===== config.mk =====
export PLATFORM = sky130hd
export DESIGN_NAME = fetch_stage
export DESIGN_NICKNAME = d
export VERILOG_FILES = /design/src/rtl/fetch_pkg.sv /design/src/rtl/fetch_stage_adder.sv /design/src/rtl/fetch_stage.sv
export SDC_FILE = /design/constraint.sdc
export NUM_CORES = 1
export LEC_CHECK = 0
export CAP_MARGIN = 20
export CELL_PAD_IN_SITES_DETAIL_PLACEMENT = 0
export CELL_PAD_IN_SITES_GLOBAL_PLACEMENT = 2
export CORE_AREA = 2 2 151 153
export CTS_BUF_LIST = sky130_fd_sc_hd__clkbuf_8
export DETAILED_ROUTE_END_ITERATION = 7
export DIE_AREA = 0 0 153 155
export PLACE_DENSITY_LB_ADDON = 0.1
export RECOVER_POWER = 100
export SLEW_MARGIN = 20
export SYNTH_ARGS = -nofsm -noshare
export SYNTH_HDL_FRONTEND = slang
export SYNTH_SLANG_ARGS = --single-unit

===== constraint.sdc =====
create_clock -name clk -period 2.8 [get_ports clk]
set_clock_uncertainty 0.1 [all_clocks]
set_input_delay 0.28 -clock clk [delete_from_list [all_inputs] [get_ports clk]]
set_output_delay 0.28 -clock clk [all_outputs]
set_load 0.01 [all_outputs]

===== src/rtl/fetch_pkg.sv =====
`default_nettype none
// ============================================================================
//  Module   : fetch_pkg
//  Purpose  : Shared types and defaults for the MIPS32 instruction-fetch stage.
//  Revision : 1.0  initial release
// ============================================================================
package fetch_pkg;

    localparam int unsigned INSTR_W      = 32;
    localparam logic [31:0] RESET_PC_DEF = 32'h0000_0000;
    localparam int unsigned PC_INC_DEF   = 4;

    typedef enum logic [1:0] {
        ST_IDLE  = 2'd0,
        ST_ISSUE = 2'd1,
        ST_WAIT  = 2'd2,
        ST_FLUSH = 2'd3
    } fetch_state_e;

endpackage
`default_nettype wire


===== src/rtl/fetch_stage_adder.sv =====
`default_nettype none
// ============================================================================
//  Module   : fetch_stage_adder
//  Purpose  : Parameterised unsigned adder, result modulo 2^SIZE.
//  Revision : 1.0  initial release
// ============================================================================
module fetch_stage_adder #(
    parameter int unsigned SIZE = 32
) (
    input  logic [SIZE-1:0] a,
    input  logic [SIZE-1:0] b,
    output logic [SIZE-1:0] sum
);

    assign sum = a + b;

endmodule
`default_nettype wire


===== src/rtl/fetch_stage.sv =====
`default_nettype none
// ============================================================================
//  Module   : fetch_stage
//  Purpose  : PC owner and instruction-memory requester with a single-entry
//             IF/ID output register; one outstanding request at most.
//  Revision : 1.0  initial release
// ============================================================================
module fetch_stage import fetch_pkg::*; #(
    parameter int unsigned      WIDTH    = INSTR_W,
    parameter logic [WIDTH-1:0] RESET_PC = WIDTH'(RESET_PC_DEF),
    parameter int unsigned      PC_INC   = PC_INC_DEF
) (
    input  logic             clk,
    input  logic             rst,
    input  logic             redirect_valid,
    input  logic [WIDTH-1:0] redirect_pc,
    output logic             imem_req,
    output logic [WIDTH-1:0] imem_addr,
    input  logic             imem_gnt,
    input  logic             imem_rvalid,
    input  logic [WIDTH-1:0] imem_rdata,
    output logic             out_valid,
    input  logic             out_ready,
    output logic [WIDTH-1:0] out_instr,
    output logic [WIDTH-1:0] out_pc,
    output logic [WIDTH-1:0] out_pc_plus4
);

    fetch_state_e     state_q, state_d;
    logic [WIDTH-1:0] pc_q, pc_d;
    logic [WIDTH-1:0] req_pc_q, req_pc_d;
    logic             out_valid_q, out_valid_d;
    logic [WIDTH-1:0] out_instr_q, out_instr_d;
    logic [WIDTH-1:0] out_pc_q, out_pc_d;
    logic [WIDTH-1:0] out_pc_plus4_q, out_pc_plus4_d;
    logic             stale_q, stale_d;
    logic [WIDTH-1:0] pc_next_seq;
    logic [WIDTH-1:0] redirect_aligned;

    fetch_stage_adder #(
        .SIZE (WIDTH)
    ) u_pc_adder (
        .a   (pc_q),
        .b   (WIDTH'(PC_INC)),
        .sum (pc_next_seq)
    );

    assign redirect_aligned = redirect_pc & ~WIDTH'(3);

    always_comb begin
        state_d        = state_q;
        pc_d           = pc_q;
        req_pc_d       = req_pc_q;
        out_valid_d    = out_valid_q;
        out_instr_d    = out_instr_q;
        out_pc_d       = out_pc_q;
        out_pc_plus4_d = out_pc_plus4_q;
        imem_req       = 1'b0;

        if (out_valid_q && out_ready) begin
            out_valid_d = 1'b0;
        end

        case (state_q)
            ST_IDLE: begin
                state_d = ST_ISSUE;
            end
            ST_ISSUE: begin
                imem_req = (!out_valid_q || out_ready) && !redirect_valid;
                if (imem_req && imem_gnt) begin
                    req_pc_d = pc_q;
                    pc_d     = pc_next_seq;
                    state_d  = ST_WAIT;
                end
            end
            ST_WAIT: begin
                if (imem_rvalid) begin
                    state_d = ST_ISSUE;
                    if (!redirect_valid) begin
                        out_instr_d    = imem_rdata;
                        out_pc_d       = req_pc_q;
                        out_pc_plus4_d = pc_q;
                        out_valid_d    = 1'b1;
                    end
                end
            end
            ST_FLUSH: begin
                if (imem_rvalid) begin
                    state_d = ST_ISSUE;
                end
            end
            default: state_d = ST_IDLE;
        endcase

        // A redirect wins over any capture or consume this cycle; a request
        // still in flight must be drained through FLUSH before reissuing.
        if (redirect_valid) begin
            pc_d        = redirect_aligned;
            out_valid_d = 1'b0;
            if (state_q == ST_WAIT || state_q == ST_FLUSH) begin
                state_d = imem_rvalid ? ST_ISSUE : ST_FLUSH;
            end
        end
    end

    // Remembers a request abandoned by reset so its late response is tolerated.
    always_comb begin
        if (rst) begin
            stale_d = stale_q || (state_q == ST_WAIT) || (state_q == ST_FLUSH);
        end else begin
            stale_d = stale_q && !imem_rvalid;
        end
    end

    always_ff @(posedge clk) begin
        stale_q <= stale_d;
        if (rst) begin
            state_q        <= ST_IDLE;
            pc_q           <= RESET_PC;
            req_pc_q       <= '0;
            out_valid_q    <= 1'b0;
            out_instr_q    <= '0;
            out_pc_q       <= '0;
            out_pc_plus4_q <= '0;
        end else begin
            state_q        <= state_d;
            pc_q           <= pc_d;
            req_pc_q       <= req_pc_d;
            out_valid_q    <= out_valid_d;
            out_instr_q    <= out_instr_d;
            out_pc_q       <= out_pc_d;
            out_pc_plus4_q <= out_pc_plus4_d;
        end
    end

    always_ff @(posedge clk) begin
        if (!rst && imem_rvalid && !stale_q) begin
            assert (state_q == ST_WAIT || state_q == ST_FLUSH)
            else $error("fetch_stage: imem_rvalid with no outstanding request");
        end
    end

    assign imem_addr    = pc_q;
    assign out_valid    = out_valid_q;
    assign out_instr    = out_instr_q;
    assign out_pc       = out_pc_q;
    assign out_pc_plus4 = out_pc_plus4_q;

endmodule
`default_nettype wire


After elaboration in Yosys (flattened, before gate mapping)
Index checks and enable logic that the tools add are counted.
{"block": "word_totals", "elab_cells": 41, "output_inout_bits": 130, "romBits": 0, "inputBits": 70, "latch_bits": 0, "register_bits": 163, "ram_bits": 0, "memories": 0}
{"block": "op_classes", "n_reduce_logical": 15, "muxes": 13, "div": 0, "n_mul": 0, "n_eq_ne": 3, "n_addsub": 1, "order_cmp": 0, "bitwise": 1, "shift": 0}
{"cell": "2-to-1 mux 32 bit", "count": 3}
{"cell": "adder 32 x 3 -> 32 bit, second input constant", "count": 1}
{"cell": "2-to-1 mux 2 bit", "count": 5}
{"cell": "one-hot mux 2 bit (3 select lines)", "count": 1}
{"cell": "== test 2 bit, second input constant", "count": 2}
{"cell": "2-to-1 mux 1 bit", "count": 4}
{"cell": "AND reduction 2 bit", "count": 2}
{"cell": "nonzero test 2 bit", "count": 2}
{"cell": "OR reduction 2 bit", "count": 2}
{"cell": "logical AND 1 bit", "count": 3}
{"cell": "AND reduction 3 bit", "count": 1}
{"cell": "== test 2 x 1 -> 1 bit, second input constant", "count": 1}
{"cell": "logical NOT 1 bit", "count": 2}
{"cell": "logical NOT 2 bit", "count": 1}
{"cell": "logical OR 1 bit", "count": 2}
{"cell": "inverter 1 bit", "count": 1}

Logic depth before layout (Yosys ltp)
Gate-level depths: netlist (run 1).
{"block": "logic_depth", "depth_word": 8, "ltp_mapped": 7}

By module
Synthesis (run 1) repeated with hierarchy kept, for this count alone.
{"block": "unflattened", "cells_unflattened": 1030, "hier_area_um2": 7936.4}
{"mod": "fetch_stage", "cells_each": 794, "area_per_inst_um2": 6223.5, "instances": 1, "seq_area_each_um2": 3263.1}
{"mod": "fetch_stage_adder", "cells_each": 236, "area_per_inst_um2": 1712.9, "instances": 1, "seq_area_each_um2": 0.0}

Least setup slack after synthesis (run 1)
No wires, ideal clock.
{"block": "synth_path", "kind": "reg-to-reg", "start": "register pc_q[2], in the netlist imem_addr[2]", "end": "register pc_q[22], in the netlist imem_addr[22]", "stages_incl_launch_ff": 8, "slack_ns": 0.979, "n_path_buf": 1, "arrival_ns": 1.591, "required_time_ns": 2.570, "period_less_slack_ns": 1.821, "path_cell_list": "dfxtp_1 ha_1 nand3_1 or2_1 buf_6 nor3_1 xnor2_1 o22ai_1"}
{"block": "synth_via", "elab_chain_cells": 4}
{"item": "from (decl)", "line": "fetch_stage.sv:30", "source": "logic [WIDTH-1:0] pc_q, pc_d;"}
{"item": "from (signal assigned)", "line": "fetch_stage.sv:127", "source": "pc_q <= pc_d;"}
{"item": "adder 32 x 3 -> 32 bit", "line": "fetch_stage_adder.sv:15", "source": "assign sum = a + b;"}
{"item": "2-to-1 mux 32 bit", "line": "fetch_stage.sv:70", "source": "if (imem_req && imem_gnt) begin"}
{"item": "2-to-1 mux 32 bit", "line": "fetch_stage.sv:64", "source": "case (state_q)"}
{"item": "2-to-1 mux 32 bit", "line": "fetch_stage.sv:97", "source": "if (redirect_valid) begin"}
Every way passes these cells. The select of a mux whose other input is x is not followed.
A chain may end at the register's enable or synchronous reset.

Final worst setup path (run 1)
{"block": "layout_path", "start": "input port redirect_valid", "end": "register req_pc_q[8]"}
{"block": "layout_via", "elab_chain_cells": 4}
{"item": "from (decl)", "line": "fetch_stage.sv:15", "source": "input logic redirect_valid,"}
{"item": "logical NOT 1 bit"}
{"item": "logical AND 1 bit", "line": "fetch_stage.sv:69", "source": "imem_req = (!out_valid_q || out_ready) && !redirect_valid;"}
{"item": "logical AND 1 bit", "line": "fetch_stage.sv:70"}
{"item": "AND reduction 2 bit (no line)"}
{"item": "to (signal assigned)", "line": "fetch_stage.sv:128", "source": "req_pc_q <= req_pc_d;"}
{"item": "to (decl)", "line": "fetch_stage.sv:31", "source": "logic [WIDTH-1:0] req_pc_q, req_pc_d;"}
Every way passes these cells.

==> results of run 1 <==
-- report_power, final --
part | internal (µW) | switching [µW] | leakage (µW)
Combinational | 184 | 177 | 0.00183
Sequential | 2240 | 70.1 | 0.00126
Clock | 803 | 869 | 0.000195
Total | 3230 | 1120 | 0.00328
-- critical path, stage by stage --
cell,delay [ps]
dlygate4sd3_1,650
nand4bb_1,300
nor2_1,580
buf_4,320
clkbuf_1,330
nand2_1,130
a21oi_1,130
-- cell type report --
cell class | count | area (µm²) | area share
clock buffer | 18 | 247.7 | 0.02824
sequential | 155 | 3103 | 0.3537
tap | 285 | 356.6 | 0.04064
multi-input combinational | 571 | 2835 | 0.3232
inverter | 4 | 15.01 | 0.001711
clock inverter | 12 | 126.4 | 0.01440
timing repair buffer | 215 | 2090 | 0.2382
-- cell families (layout without fill, tap and decap cells) --
logic type / after synthesis / after routing / synth area share
AO/OA/AOI/OAI: 191 / 191 / 0.1663
adder cells (fa/ha/maj): 1 / 1 / 0.001986
other: 1 / 6 / 0.0005954
AND/OR/NAND/NOR: 358 / 358 / 0.2551
buffers and inverters: 73 / 249 / 0.06098
multiplexers: 4 / 4 / 0.007151
XOR/XNOR: 11 / 11 / 0.01530
flip-flops: 155 / 155 / 0.4927
-- layer usage --
layer,track usage,wire length [µm],vias up
li1,-,-,3002
met1,0.2328,9903,2776
met2,0.2498,9160,177
met3,0.04763,1137,18
met4,0.05115,233,0
met5,0,0,-
-- flip-flops by register name, summed over array words and instances (netlist names) --
signal / count
req_pc_q: 30
out_valid: 1
imem_addr: 30
out_instr: 32
state_q: 2
out_pc_plus4: 30
out_pc: 30
-- worst max-delay path by stage --
stage	from	endpoint	slack (ps)	cells after the start
floorplan	imem_addr[2]	imem_addr[22]	980	7
global placement	redirect_valid	imem_addr[5]	340	6
detailed placement	redirect_valid	imem_addr[5]	330	6
CTS	out_valid	imem_req	500	4
global route	redirect_valid	req_pc_q[5]	240	7
finish	redirect_valid	req_pc_q[8]	360	7
-- layout by cell type (no fill, tap or decap), drive strengths merged, types with 5 or more instances in the layout --
cell,n
a21oi,137
a22oi,5
a31oi,15
and2,12
and3,6
buf,18
clkbuf,25
clkdlybuf4s50,66
conb,6
dfxtp,155
dlygate4sd3,124
inv,8
nand2,268
nand3,10
nand4,13
nor2,15
nor3,11
o21ai,11
o22ai,8
xnor2,5
xor2,6
-- metrics by stage --
step	setup slack, ps	cells	instance area, µm²	utilization
5_1_grt	240.9	1260	8773	0.3947
4_1_cts	504.2	1260	8818	0.3967
2_1_floorplan	979.0	799	6317	-
3_5_place_dp	331.5	1230	8444	0.3799
3_3_place_gp	337.1	1230	8444	0.3799
6_report	359.7	1260	8773	0.3947
==> impl_metrics.env, run 1 <==
export IMPL_root_buffer="clkbuf_8"
export IMPL_cts_buffer_depth=2
export IMPL_cp_arrival_ps=2720
export IMPL_cp_required_ps=3080
export IMPL_report_final_setup_viol=0
export IMPL_n_fill_cell=2295
export IMPL_hold_viol=0
export IMPL_period_share=0.8715
export IMPL_nets=1035
export IMPL_hp_class="in -> reg"
export IMPL_area_growth_pct=39.29
export IMPL_vias=5973
export IMPL_cts_clk_slew_worst_paths_ps=90
export IMPL_clock_latency_ps=450
export IMPL_syn_area_um2=6299
export IMPL_grt_pass1_wl_um=31480
export IMPL_synth_commonest_cells="nand2_1, dfxtp_1, a21oi_1"
export IMPL_cts_tree="built"
export IMPL_r2r_slack_ps=560
export IMPL_crit_fanout=13
export IMPL_dr_first_iter_drc_count=430
export IMPL_min_path_cells=2
export IMPL_gr_total_overflow=0
export IMPL_yosysTopAreaCell="dfxtp_1"
export IMPL_drive_gt1_frac=0.06051
export IMPL_vias_per_cell=4.740
export IMPL_synth_area_leaders="dfxtp_1, nand2_1, a21oi_1"
export IMPL_syn_instance_count=794
export IMPL_rsz0062_at_grt="no"
export IMPL_startpoint_type="primary input"
export IMPL_ios=200
export IMPL_antenna_found_initial=0
export IMPL_cts_htree_levels=4
export IMPL_chipHeight_um=155
export IMPL_leakagePower_uw=0.003277
export IMPL_async_reset_ff_frac=0
export IMPL_hpwl_um=14000
export IMPL_yosysSeqAreaShare=0.4926
export IMPL_tns_ps=0
export IMPL_start_util=0.2834
export IMPL_fmax_ghz=0.4098
export IMPL_post_cts_setup_buffers=0
export IMPL_hold_path_end="out_pc_plus4[24]"
export IMPL_reg2reg_depth=6
export IMPL_ys_types=57
export IMPL_drv_cap=0
export IMPL_cp_end_kind="flop"
export IMPL_worst_ir_drop_vdd_mv=0.2438
export IMPL_relSlewSlack=0.3989
export IMPL_synth_top_area_share=0.4926
export IMPL_cts_repair_resized=0
export IMPL_synth_edf_count=0
export IMPL_yosys_warnings=0
export IMPL_synth_avg_cell_area_um2=7.933
export IMPL_core_region_area_um2=22230
export IMPL_cts_sinks=155
export IMPL_status="finished, final reports clean"
export IMPL_num_antenna_cells=0
export IMPL_wirelength_um=20440
export IMPL_grt_use_total=0.1668
export IMPL_routedWlPerCell_um=16.22
export IMPL_reg2reg_to="req_pc_q[8]"
export IMPL_chipWidth_um=153
export IMPL_drc_errors=0
export IMPL_num_rows=55
export IMPL_ys_seq_elements=155
export IMPL_dieArea_um2=23720
export IMPL_p_total_uw=4343
export IMPL_final_antenna_net_count=0
export IMPL_min_from="rst"
export IMPL_r2r_start="state_q[1]"
export IMPL_hold_ws_ps=149.4
export IMPL_powerDensity_nw_per_um2=495.0
export IMPL_crit_type="in -> reg"
export IMPL_drv_slew=0
export IMPL_grt_pass1_vias=5749
export IMPL_numPortBuffers=191
export IMPL_grt_max_degree=71
export IMPL_worstMarginPinSlew_ps=901.6
export IMPL_first_pass_iters=5
export IMPL_hold_buffers=0
export IMPL_synth_ff_type="dfxtp_1"
export IMPL_yosysMostFrequentCell="nand2_1"
export IMPL_numCtsBuffers=17
export IMPL_period_needed_ps=2440
export IMPL_place_gp_congestion=0.7980
Power figures use the tool's default switching activity.
==> inputs of run 2 (changes only) <==
--- a/config.mk
+++ b/config.mk
@@ -14,7 +14,7 @@
 export DIE_AREA = 0 0 153 155
 export PLACE_DENSITY_LB_ADDON = 0.1
 export RECOVER_POWER = 100
-export SLEW_MARGIN = 20
+export SLEW_MARGIN = 40
 export SYNTH_ARGS = -nofsm -noshare
 export SYNTH_HDL_FRONTEND = slang
 export SYNTH_SLANG_ARGS = --single-unit
==> results of run 2 <==
Final layout, timing and power as in run 1 (identical DEF).
